### config.mk
export PLATFORM = sky130hd
export DESIGN_NAME = board_read_arbiter
export DESIGN_NICKNAME = d
export VERILOG_FILES = /design/src/rtl/board_read_arbiter_pkg.sv /design/src/rtl/board_read_arbiter_rr_pick.sv /design/src/rtl/board_read_arbiter.sv
export SDC_FILE = /design/constraint.sdc
export NUM_CORES = 1
export LEC_CHECK = 0
export ABC_CLOCK_PERIOD_IN_PS = 3700
export CORE_MARGIN = 10
export CORE_UTILIZATION = 40
export DETAILED_ROUTE_END_ITERATION = 12
export PLACE_DENSITY = 0.86
export RECOVER_POWER = 50
export SLEW_MARGIN = 10
export SYNTH_ARGS = -nofsm -noshare
export SYNTH_HDL_FRONTEND = slang
export SYNTH_SLANG_ARGS = --single-unit
### constraint.sdc
create_clock -name clk -period 3.7 [get_ports clk]
set_input_delay 0.555 -clock clk [delete_from_list [all_inputs] [get_ports clk]]
set_output_delay 0.555 -clock clk [all_outputs]
set_load 0.02 [all_outputs]
### src/rtl/board_read_arbiter_pkg.sv
// -----------------------------------------------------------------------------
// board_read_arbiter_pkg
// Shared constants and helpers for the board read arbiter.
//   - requester indices (win checker, display scanner, debug controller)
//   - board geometry (6 rows x 7 columns, 3-bit coordinates)
//   - empty-piece code returned for reads that never touch the board
// -----------------------------------------------------------------------------
package board_read_arbiter_pkg;

    // Requester indices
    localparam int REQ_WIN  = 0;
    localparam int REQ_DISP = 1;
    localparam int REQ_DBG  = 2;

    // Board geometry
    localparam int BOARD_ROWS = 6;
    localparam int BOARD_COLS = 7;
    localparam int COORD_W    = 3;

    // Piece code for an empty cell; also returned for off-board reads
    localparam logic [1:0] PIECE_EMPTY = 2'b00;

    typedef logic [COORD_W-1:0] coord_t;

    // True when (row, col) addresses a real board cell
    function automatic logic addr_in_board(input coord_t row, input coord_t col);
        return (int'(row) < BOARD_ROWS) && (int'(col) < BOARD_COLS);
    endfunction

    // Width of a requester index; at least one bit even for a single requester
    function automatic int idx_w(input int n);
        return (n > 1) ? $clog2(n) : 1;
    endfunction

endpackage

### src/rtl/board_read_arbiter_rr_pick.sv
// -----------------------------------------------------------------------------
// rr_pick
// Purely combinational winner selection.
//   req      : eligible requests (already masked by the caller)
//   ptr      : index of the last granted requester
//   prio     : priority mask; any request also set here wins outright
//   win      : one-hot winner (zero when no request)
//   win_idx  : binary index of the winner (0 when no request)
//   win_any  : a winner exists
// Without a priority hit, the search starts at ptr+1 and wraps.
// -----------------------------------------------------------------------------
module rr_pick
    import board_read_arbiter_pkg::*;
#(
    parameter int NREQ = 3,
    parameter int PW   = idx_w(NREQ)
) (
    input  logic [NREQ-1:0] req,
    input  logic [PW-1:0]   ptr,
    input  logic [NREQ-1:0] prio,
    output logic [NREQ-1:0] win,
    output logic [PW-1:0]   win_idx,
    output logic            win_any
);

    logic [NREQ-1:0] pri_req;
    logic [PW-1:0]   cand;

    always_comb begin
        win     = '0;
        win_idx = '0;
        win_any = 1'b0;
        cand    = '0;
        pri_req = req & prio;

        if (|pri_req) begin
            // Walk downward so the lowest-index priority request is the last write
            for (int i = NREQ - 1; i >= 0; i--) begin
                if (pri_req[i]) begin
                    win_idx = PW'(i);
                    win_any = 1'b1;
                end
            end
        end else begin
            // Walk the circular order backwards: the final hit is the one
            // closest after ptr, i.e. the round-robin winner
            for (int k = NREQ; k >= 1; k--) begin
                cand = PW'((int'(ptr) + k) % NREQ);
                if (req[cand]) begin
                    win_idx = cand;
                    win_any = 1'b1;
                end
            end
        end

        if (win_any) begin
            win[win_idx] = 1'b1;
        end
    end

endmodule

### src/rtl/board_read_arbiter.sv
// -----------------------------------------------------------------------------
// board_read_arbiter
// Shares one combinational board read port among NREQ requesters.
//
// Timing for a win decided at edge N:
//   cycle N+1 : gnt[i], brd_rd_en, brd_row/brd_col (registered winner address)
//   edge  N+1 : brd_data captured
//   cycle N+2 : rd_valid[i] with rd_data
// One grant per cycle; reads pipeline behind grants in grant order.
//
// Ports
//   clk, rst          : clock, synchronous active-high reset
//   e_debug           : debug mode; debug requester gets priority, else ignored
//   req               : one request per requester, held until its gnt
//   req_row, req_col  : 3-bit address per requester, packed NREQ x 3
//   gnt               : one-hot grant pulse
//   rd_valid, rd_data : one-hot read-data-valid pulse and shared piece code
//   brd_rd_en         : board read strobe (0 for off-board addresses)
//   brd_row, brd_col  : board address, held when idle
//   brd_data          : board piece, combinational from brd_row/brd_col
// -----------------------------------------------------------------------------
module board_read_arbiter
    import board_read_arbiter_pkg::*;
#(
    parameter int NREQ = 3
) (
    input  logic                  clk,
    input  logic                  rst,
    input  logic                  e_debug,
    input  logic [NREQ-1:0]       req,
    input  logic [NREQ*3-1:0]     req_row,
    input  logic [NREQ*3-1:0]     req_col,
    output logic [NREQ-1:0]       gnt,
    output logic [NREQ-1:0]       rd_valid,
    output logic [1:0]            rd_data,
    output logic                  brd_rd_en,
    output logic [2:0]            brd_row,
    output logic [2:0]            brd_col,
    input  logic [1:0]            brd_data
);

    localparam int PW = idx_w(NREQ);

    // Per-requester address views
    logic [NREQ-1:0][COORD_W-1:0] row_v;
    logic [NREQ-1:0][COORD_W-1:0] col_v;

    assign row_v = req_row;
    assign col_v = req_col;

    // Registered state
    logic [NREQ-1:0] gnt_q,      gnt_d;
    logic [NREQ-1:0] rd_valid_q, rd_valid_d;
    logic [1:0]      rd_data_q,  rd_data_d;
    logic            brd_rd_en_q, brd_rd_en_d;
    coord_t          brd_row_q,  brd_row_d;
    coord_t          brd_col_q,  brd_col_d;
    logic [PW-1:0]   ptr_q,      ptr_d;

    // Arbitration inputs/outputs
    logic [NREQ-1:0] dbg_mask;
    logic [NREQ-1:0] elig;
    logic [NREQ-1:0] prio_mask;
    logic [NREQ-1:0] win;
    logic [PW-1:0]   win_idx;
    logic            win_any;

    always_comb begin
        dbg_mask  = NREQ'(1) << REQ_DBG;
        // A requester in its grant cycle is still holding req; skip it so a
        // stale request is not granted twice.
        elig      = req & ~gnt_q & (e_debug ? {NREQ{1'b1}} : ~dbg_mask);
        prio_mask = e_debug ? dbg_mask : '0;
    end

    rr_pick #(
        .NREQ (NREQ),
        .PW   (PW)
    ) u_rr_pick (
        .req     (elig),
        .ptr     (ptr_q),
        .prio    (prio_mask),
        .win     (win),
        .win_idx (win_idx),
        .win_any (win_any)
    );

    always_comb begin
        gnt_d       = win;
        ptr_d       = ptr_q;
        brd_row_d   = brd_row_q;
        brd_col_d   = brd_col_q;
        brd_rd_en_d = 1'b0;

        if (win_any) begin
            ptr_d       = win_idx;
            brd_row_d   = row_v[win_idx];
            brd_col_d   = col_v[win_idx];
            // Off-board addresses are granted but never strobe the board
            brd_rd_en_d = addr_in_board(row_v[win_idx], col_v[win_idx]);
        end

        // Read return stage follows the grant stage by one cycle. brd_rd_en_q
        // is only set alongside a grant, so idle cycles return the empty code.
        rd_valid_d = gnt_q;
        rd_data_d  = brd_rd_en_q ? brd_data : PIECE_EMPTY;
    end

    always_ff @(posedge clk) begin
        if (rst) begin
            gnt_q       <= '0;
            rd_valid_q  <= '0;
            rd_data_q   <= PIECE_EMPTY;
            brd_rd_en_q <= 1'b0;
            brd_row_q   <= '0;
            brd_col_q   <= '0;
            ptr_q       <= PW'(NREQ - 1);
        end else begin
            gnt_q       <= gnt_d;
            rd_valid_q  <= rd_valid_d;
            rd_data_q   <= rd_data_d;
            brd_rd_en_q <= brd_rd_en_d;
            brd_row_q   <= brd_row_d;
            brd_col_q   <= brd_col_d;
            ptr_q       <= ptr_d;
        end
    end

    assign gnt       = gnt_q;
    assign rd_valid  = rd_valid_q;
    assign rd_data   = rd_data_q;
    assign brd_rd_en = brd_rd_en_q;
    assign brd_row   = brd_row_q;
    assign brd_col   = brd_col_q;

endmodule
After elaboration in Yosys (flattened, before gate mapping)
Index checks and enable logic that the tools add are counted. W data, S select, Z words.

Register bits: 17. Logic and storage cells: 59.

Add/subtract/negate cells: 3. Bitwise operators: 6. Order comparisons: 7. Reductions and logical operators: 5. Muxes and demuxes: 28. Div/mod/pow operators: 3.

Operators with widths (number): $mod A32 B3 Y32 const B (3); $mux W2 (7); $bmux W3 S2 (2); $lt A2 B3 Y1 const B (4); $mux W3 (4); $mux W1 (11); $and A3 B3 Y3 (3); $add A2 B2 Y3 const B (2); $bmux W1 S2 (3); $lt A3 B3 Y1 const B (2); $reduce_or A2 Y1 (2); $add A2 B1 Y3 const B (1); $not A3 Y3 (1); $reduce_or A3 Y1 (1); $demux W1 S2 (1); $ge A2 B1 Y1 const B (1); $logic_and A1 B1 Y1 (2); $not A1 Y1 (2).

Longest topological paths before layout
Gate-level depths: netlist of run 1.

Word-level depth: 13. Mapped depth: 8. Depth with buffers taken out: 8.

Hierarchy
From an unflattened synthesis of run 1, not the netlist that was laid out.

Cell total of the unflattened synthesis: 113. Area total of the unflattened synthesis: 1002.2 um2.

By module, submodules not included: board_read_arbiter (instances 1, area an instance 711.9 um2, cells each 74); rr_pick (instances 1, area an instance 290.3 um2, cells each 39).

Worst setup path before layout of run 1
No wires, ideal clock.

Path kind: register -> register. From: register ptr_q[0]. To: register brd_row_q[1] (netlist: brd_row[1]). Setup slack: 1.615 ns. Library setup time: 0.070 ns. Arrival: 2.015 ns. Buffers on the path: 0. Cell stages (with the launch flop): 9. Required time: 3.630 ns. Clock period less this slack: 2.085 ns. Path through: dfxtp_1 -> inv_1 -> ha_1 -> and3_4 -> a2111o_1 -> nor2_4 -> nand2_1 -> a311o_1 -> a21oi_1.

Word-level cells in the longest chain between the ends: 10.

RTL lines: start: declaration (RTL line board_read_arbiter.sv:58) `logic [PW-1:0] ptr_q, ptr_d;`; start signal: assignment (RTL line board_read_arbiter.sv:117) `ptr_q <= PW'(NREQ - 1);`; start signal: assignment (RTL line board_read_arbiter.sv:125) `ptr_q <= ptr_d;`; $add A2 B2 Y3 (RTL line board_read_arbiter_rr_pick.sv:48) `cand = PW'((int'(ptr) + k) % NREQ);`; $mod A32 B3 Y32 (RTL line board_read_arbiter_rr_pick.sv:48); $bmux W1 S2 (RTL line board_read_arbiter_rr_pick.sv:49) `if (req[cand]) begin`; $mux W1 (not written as such) (RTL line board_read_arbiter_rr_pick.sv:49); $mux W2 (3 in a row) (RTL line board_read_arbiter_rr_pick.sv:49); $mux W2 (RTL line board_read_arbiter_rr_pick.sv:36) `if (|pri_req) begin`; $bmux W3 S2 (RTL line board_read_arbiter.sv:97) `brd_row_d = row_v[win_idx];`; $mux W3 (not written as such) (RTL line board_read_arbiter.sv:97); end signal: assignment (RTL line board_read_arbiter.sv:123) `brd_row_q <= brd_row_d;`; end: declaration (RTL line board_read_arbiter.sv:56) `coord_t brd_row_q, brd_row_d;`.

Parallel ways exist; a longest one is shown, timed or not. The select of a mux whose other input is x is not followed. A chain may end at the register's enable or synchronous reset.

Final worst setup path of run 1
From: register ptr_q[0]. To: register gnt_q[1] (netlist: gnt[1]).

Word-level cells in the longest chain between the ends: 12.

RTL lines: $add A2 B2 Y3 (RTL line board_read_arbiter_rr_pick.sv:48); $mod A32 B3 Y32 (RTL line board_read_arbiter_rr_pick.sv:48); $bmux W1 S2 (RTL line board_read_arbiter_rr_pick.sv:49); $mux W1 (not written as such) (RTL line board_read_arbiter_rr_pick.sv:49); $mux W2 (3 in a row) (RTL line board_read_arbiter_rr_pick.sv:49); $mux W2 (RTL line board_read_arbiter_rr_pick.sv:36); $lt A2 B3 Y1 (not written as such) / $ge A2 B1 Y1 (equally long branches) (RTL line board_read_arbiter_rr_pick.sv:57) `win[win_idx] = 1'b1;`; $logic_and A1 B1 Y1 (not written as such) (RTL line board_read_arbiter_rr_pick.sv:57); $mux W1 (not written as such) (RTL line board_read_arbiter_rr_pick.sv:57); $demux W1 S2; end signal: assignment (RTL line board_read_arbiter.sv:119) `gnt_q <= gnt_d;`; end: declaration (RTL line board_read_arbiter.sv:52) `logic [NREQ-1:0] gnt_q, gnt_d;`.

Parallel ways exist; a longest one is shown, timed or not. The select of a mux whose other input is x is not followed.

==> flow_metrics.env, run 1 <==
export IMPL_final_nets=165
export IMPL_dp_hpwl_um=2104
export IMPL_clockBufferDepth=2
export IMPL_netlist_area_um2=879.6
export IMPL_mostFrequentLayoutCell="clkdlybuf4s50_1"
export IMPL_ys_warnings_count=0
export IMPL_setup_tns_ps=0
export IMPL_first_pass_iters=6
export IMPL_routed_top_layer="met4"
export IMPL_io_buffers=40
export IMPL_postLayoutSetupSlackWorst_ps=1034
export IMPL_synth_top_cell_area_share=0.3869
export IMPL_period_minus_slack_ps=2666
export IMPL_die_w_um=66.90
export IMPL_end_kind="flip-flop"
export IMPL_clk_insertion_delay_late_ps=290
export IMPL_relSlewSlack=0.2778
export IMPL_ys_seq_area_frac=0.3869
export IMPL_first_iter_violations=27
export IMPL_drt_total_wl_um=2555
export IMPL_syn_nets=124
export IMPL_setup_viol=0
export IMPL_drc_errors=0
export IMPL_diodes=0
export IMPL_overflow=0
export IMPL_post_cts_buffers=0
export IMPL_syn_instance_count=96
export IMPL_cts_hold_fix_buffers=0
export IMPL_status="completed"
export IMPL_via_per_inst=5.485
export IMPL_synth_area_leaders="dfxtp_1, nor2_1, nand2_1"
export IMPL_path_cells="inv_1, ha_1, nor3_1, o21bai_1, a31oi_1, or2_2, nor3_1"
export IMPL_grt_pass1_wl_um=4077
export IMPL_wl_per_cell_um=15.67
export IMPL_worst_path_max_delay_cell="a31oi_1"
export IMPL_final_hold_viol_count=0
export IMPL_fmax_mhz=375.0
export IMPL_postRouteAntennaNets=0
export IMPL_yosys_register_bits=17
export IMPL_worst_slew_pin_slew_ps=1078
export IMPL_core_area_mm2=0.002022
export IMPL_arrival_ps=2830
export IMPL_path_common_cell="nor3_1"
export IMPL_ir_drop_mv=0.3029
export IMPL_max_stage_delay_ps=820
export IMPL_crit_type="flip-flop to flip-flop"
export IMPL_cts_htree_levels=1
export IMPL_cts_root_buffer="clkbuf_4"
export IMPL_skew_ps=1.219
export IMPL_avgSynthCellArea_um2=9.162
export IMPL_track_usage=0.1174
export IMPL_start_util=0.4350
export IMPL_drv_cap=0
export IMPL_die_area_mm2=0.004475
export IMPL_grt_max_degree=16
export IMPL_met1_length_um=1009
export IMPL_crit_fanout=13
export IMPL_wl_met2_um=1180
export IMPL_final_cell_mix="clkdlybuf4s50_1, dfxtp_1, nor2_1"
export IMPL_antenna_found_initial=0
export IMPL_start_kind="flip-flop"
export IMPL_cts_made_buffers=3
export IMPL_grt_pass1_vias=898
export IMPL_finalCritPeriodShare=0.7206
export IMPL_final_max_slew_viol_count=0
export IMPL_critPathRequiredTime_ps=3870
export IMPL_p_leak_uw=0.0005401
export IMPL_synth_cell_types=36
export IMPL_fp_row_count=16
export IMPL_hold_ws_ps=456.5
export IMPL_dp_slack_ps=1036
export IMPL_rsz0062_at_grt="false"
export IMPL_syn2layout_area_growth_pct=48.51
export IMPL_finalPower_uw=552.0
export IMPL_met3_length_um=304
export IMPL_vias=894
export IMPL_power_density_mw_per_mm2=422.6
export IMPL_gp_congestion=0.8231
export IMPL_yosysTopAreaCell="dfxtp_1"
export IMPL_drive_gt1_frac=0.08088
export IMPL_clk_pin_slew_worst_paths_ps=100
export IMPL_die_h_um=66.90
export IMPL_cts_resized=0
export IMPL_io_pins=41
export IMPL_cts_tree="done"
export IMPL_hold_path_class="flip-flop to flip-flop"
export IMPL_cts_sinks=17
-- per-layer routing --
layer | global-route usage | up-vias
li1 | - | 427
met1 | 0.1216 | 412
met2 | 0.1979 | 48
met3 | 0.04849 | 7
met4 | 0.06154 | 0
met5 | 0 | -
-- critical path, delay by kind of cell (launching register included) --
family                   cells  cell delay, ps
adder cells (fa/ha/maj)      1             370
buffers and inverters        1              60
AND/OR/NAND/NOR              3             800
AO/OA/AOI/OAI                2             930
flip-flops                   1             370
-- worst paths after layout --
check                   from  slack, ps  cells past startpoint          to
hold reg to reg   brd_row[2]        460                      2  brd_row[2]
setup / recovery    ptr_q[0]       1030                      7      gnt[1]
setup reg to reg    ptr_q[0]       1030                      7      gnt[1]
hold / removal    brd_row[2]        460                      2  brd_row[2]
-- report_power, final --
group / switching [uW] / internal (uW) / total (uW)
logic: 121 / 111 / 231
registers: 13.5 / 206 / 219
clock network: 59.4 / 42.0 / 101
total: 194 / 358 / 552
-- logic make-up (layout without fill, tap and decap cells) --
logic type               after synthesis  count (layout)  synth area share
multiplexers                           3               3           0.03414
flip-flops                            17              17            0.3869
buffers and inverters                  6              46           0.04694
adder cells (fa/ha/maj)                3               3           0.03983
AO/OA/AOI/OAI                         23              23            0.2048
AND/OR/NAND/NOR                       44              44            0.2873
-- synthesized netlist by cell type, drive strengths merged --
master,count
buf,3
a2111oi,1
dfxtp,17
and3,2
ha,2
or3,1
nor2,13
nand2b,1
mux2i,3
a22oi,1
inv,2
nor4b,1
maj3,1
and2b,2
or2,2
nor2b,3
and3b,2
o21bai,1
and4bb,1
o21ai,3
a2111o,1
a211o,2
a211oi,1
clkbuf,1
a21oi,6
nor3,3
a31oi,5
nand3,2
nand2,11
a311o,2
-- state kept, by name, summed over array words and instances (netlist names) --
register	cells
ptr_q	2
rd_data	2
brd_rd_en	1
gnt	3
brd_col	3
rd_valid	3
brd_row	3
-- per-stage QoR --
| step | utilization | cell area, um2 | instances |
|---|---|---|---|
| after floorplan | - | 879.6 | 96 |
| after CTS | 0.6460 | 1306 | 163 |
| final | 0.6460 | 1306 | 163 |
| after global placement | 0.6330 | 1280 | 159 |
| after global routing | 0.6460 | 1306 | 163 |
| after detailed placement | 0.6330 | 1280 | 159 |
-- layout make-up --
cell class | count | area [um2]
fillers | 159 | 715.7
multi-input cells | 73 | 498.0
repair buffers | 40 | 400.4
flip-flops and latches | 17 | 340.3
well taps | 27 | 33.78
clock buffers | 4 | 26.28
inverters | 2 | 7.507
Note: power is estimated with default switching activity, not from simulation.
==> inputs of run 2 (changes only) <==
- ABC_CLOCK_PERIOD_IN_PS: 3700 -> 2200
- CORE_UTILIZATION: 40 -> 36
- PLACE_DENSITY: 0.86 -> 0.82
- clock period: 3.7 -> 2.2 ns (I/O delays scaled with it)
==> flow_metrics.env, run 2 (same netlist as run 1, synthesis figures left out) <==
export IMPL_status="completed"
export IMPL_track_usage=0.1105
export IMPL_vias=892
export IMPL_drive_gt1_frac=0.1806
export IMPL_cts_made_buffers=3
export IMPL_dpl_cell_area_mm2=0.001334
export IMPL_die_h_um=69.43
export IMPL_cts_htree_levels=1
export IMPL_hold_path_class="flip-flop to flip-flop"
export IMPL_final_cell_area_mm2=0.001410
export IMPL_power_density_mw_per_mm2=710.2
export IMPL_die_area_mm2=0.004821
export IMPL_combPwrFrac=0.466
export IMPL_p_sw_frac=0.3471
export IMPL_final_cell_mix="clkdlybuf4s50_1, dfxtp_1, nor2_1"
export IMPL_final_nets=173
export IMPL_worst_path_dominant_cell_family="compound AO/OA/AOI/OAI gates"
export IMPL_worst_slew_pin_slew_ps=377.7
export IMPL_relSlewSlack=0.7482
export IMPL_first_pass_iters=4
export IMPL_arrival_ps=2330
export IMPL_worst_r2r_path_depth=8
export IMPL_grt_pass1_vias=927
export IMPL_finalCritPeriodShare=0.9641
export IMPL_core_area_mm2=0.002276
export IMPL_clk_insertion_delay_late_ps=290
export IMPL_skew_ps=4.309
export IMPL_r2r_end="brd_rd_en"
export IMPL_antenna_found_initial=0
export IMPL_whs_path_depth=2
export IMPL_gp_congestion=0.7978
export IMPL_postRouteAntennaNets=0
export IMPL_ir_drop_mv=0.5153
export IMPL_start_util=0.3865
export IMPL_first_iter_violations=22
export IMPL_grt_max_degree=16
export IMPL_cts_sinks=17
export IMPL_fp_row_count=17
export IMPL_syn2layout_area_growth_pct=60.31
export IMPL_cts_tree="done"
export IMPL_dp_hpwl_um=2188
export IMPL_p_leak_uw=0.0005830
export IMPL_cts_hold_fix_buffers=0
export IMPL_clockBufferDepth=2
export IMPL_hold_end="brd_row[1]"
export IMPL_fmax_mhz=471.5
export IMPL_p_seq_frac=0.369
export IMPL_min_from="brd_row[1]"
export IMPL_critPathBufInv=1
export IMPL_mostFrequentLayoutCell="clkdlybuf4s50_1"
export IMPL_clk_pin_slew_worst_paths_ps=90
export IMPL_final_max_slew_viol_count=0
export IMPL_r2r_slack_ps=80
export IMPL_crit_fanout=6
export IMPL_io_pins=41
export IMPL_start_kind="flip-flop"
export IMPL_path_cells="inv_1, ha_4, nor2_2, a2111o_1, o21ai_0, a21oi_1, and4bb_1, a211oi_2"
export IMPL_hold_ws_ps=456.0
export IMPL_final_hold_viol_count=0
export IMPL_end_kind="flip-flop"
export IMPL_diodes=0
export IMPL_via_per_inst=5.186
export IMPL_crit_type="flip-flop to flip-flop"
export IMPL_cts_root_buffer="clkbuf_4"
export IMPL_p_sw_uw=347.6
export IMPL_drt_total_wl_um=2858
export IMPL_critPathRequiredTime_ps=2410
export IMPL_worst_path_max_delay_cell="a2111o_1"
export IMPL_drc_errors=0
export IMPL_r2r_start="ptr_q[0]"
export IMPL_wl_per_cell_um=16.62
export IMPL_overflow=0
export IMPL_io_buffers=40
export IMPL_setup_viol=0
export IMPL_die_w_um=69.43
export IMPL_p_clk_frac=0.164
export IMPL_grt_pass1_wl_um=4526
export IMPL_rsz0062_at_grt="false"
export IMPL_drv_cap=0
export IMPL_max_stage_delay_ps=490
export IMPL_internal_power_uw=653.9
export IMPL_period_minus_slack_ps=2121
run 2: cell count changes in the layout (fill, tap and decap cells not counted), moves of 2 or more:
| cell | previous run | this run |
|---|---|---|
| buf_4 | 0 | 8 |
| dfxtp_1 | 17 | 15 |
| dfxtp_2 | 0 | 2 |
| ha_1 | 2 | 0 |
run 2: worst max path at each step:
stage / start / slack [ps] / cells past startpoint / end
final: ptr_q[0] / 80 / 8 / brd_rd_en
after detailed placement: req[0] / -60 / 7 / brd_col[0]
after global placement: ptr_q[0] / 3 / 8 / brd_rd_en
after CTS: ptr_q[0] / 2 / 8 / brd_rd_en
after floorplan: ptr_q[0] / 120 / 8 / brd_row[1]
after global routing: ptr_q[0] / 2 / 8 / brd_col[0]
run 2: layout make-up:
class	count	area (um2)
clock buffer	4	26.28
fill	177	865.8
inverter	2	7.507
multi-input combinational	73	538.0
sequential	17	342.8
tap	28	35.03
timing repair buffer	48	460.4
run 2: layer usage:
layer  vias up  part of all wire  global-route usage
li1        441                 -                   -
met1       412              0.43              0.1248
met2        35              0.48              0.1875
met3         4             0.084             0.04850
met4         0            0.0042             0.01996
met5         -                 0                   0
run 2: power groups by stage:
stage	clock [uW]	sequential, uW	combinational, uW
detailed placement	0	374	422
global placement	0	374	410
floorplan	0	414	215
finish	164	370	467
global route	175	375	500
CTS	169	369	436
run 2: what timing repair did:
item | CTS | global route
pin swaps | 0 | 6
gates resized for setup | 4 | 7
endpoints found under the setup margin | 7 | 5
setup buffers | 0 | 1
run 2: worst min-delay path: stages, from the launching register on:
cell and delay (ps):
dfxtp_1 320, nand2_1 50, a21oi_1 50
run 2: through the flow:
stage          total power, uW  cells  TNS (ps)  utilization  setup slack (ps)
5_1_grt                   1050    172         0       0.6196             1.968
2_1_floorplan            628.5     96         0            -             115.1
4_1_cts                  973.0    171         0       0.6058             2.421
3_3_place_gp             783.8    167         0       0.5860             2.606
3_5_place_dp             796.0    167    -201.8       0.5860            -56.53
6_report                  1002    172         0       0.6196             78.93
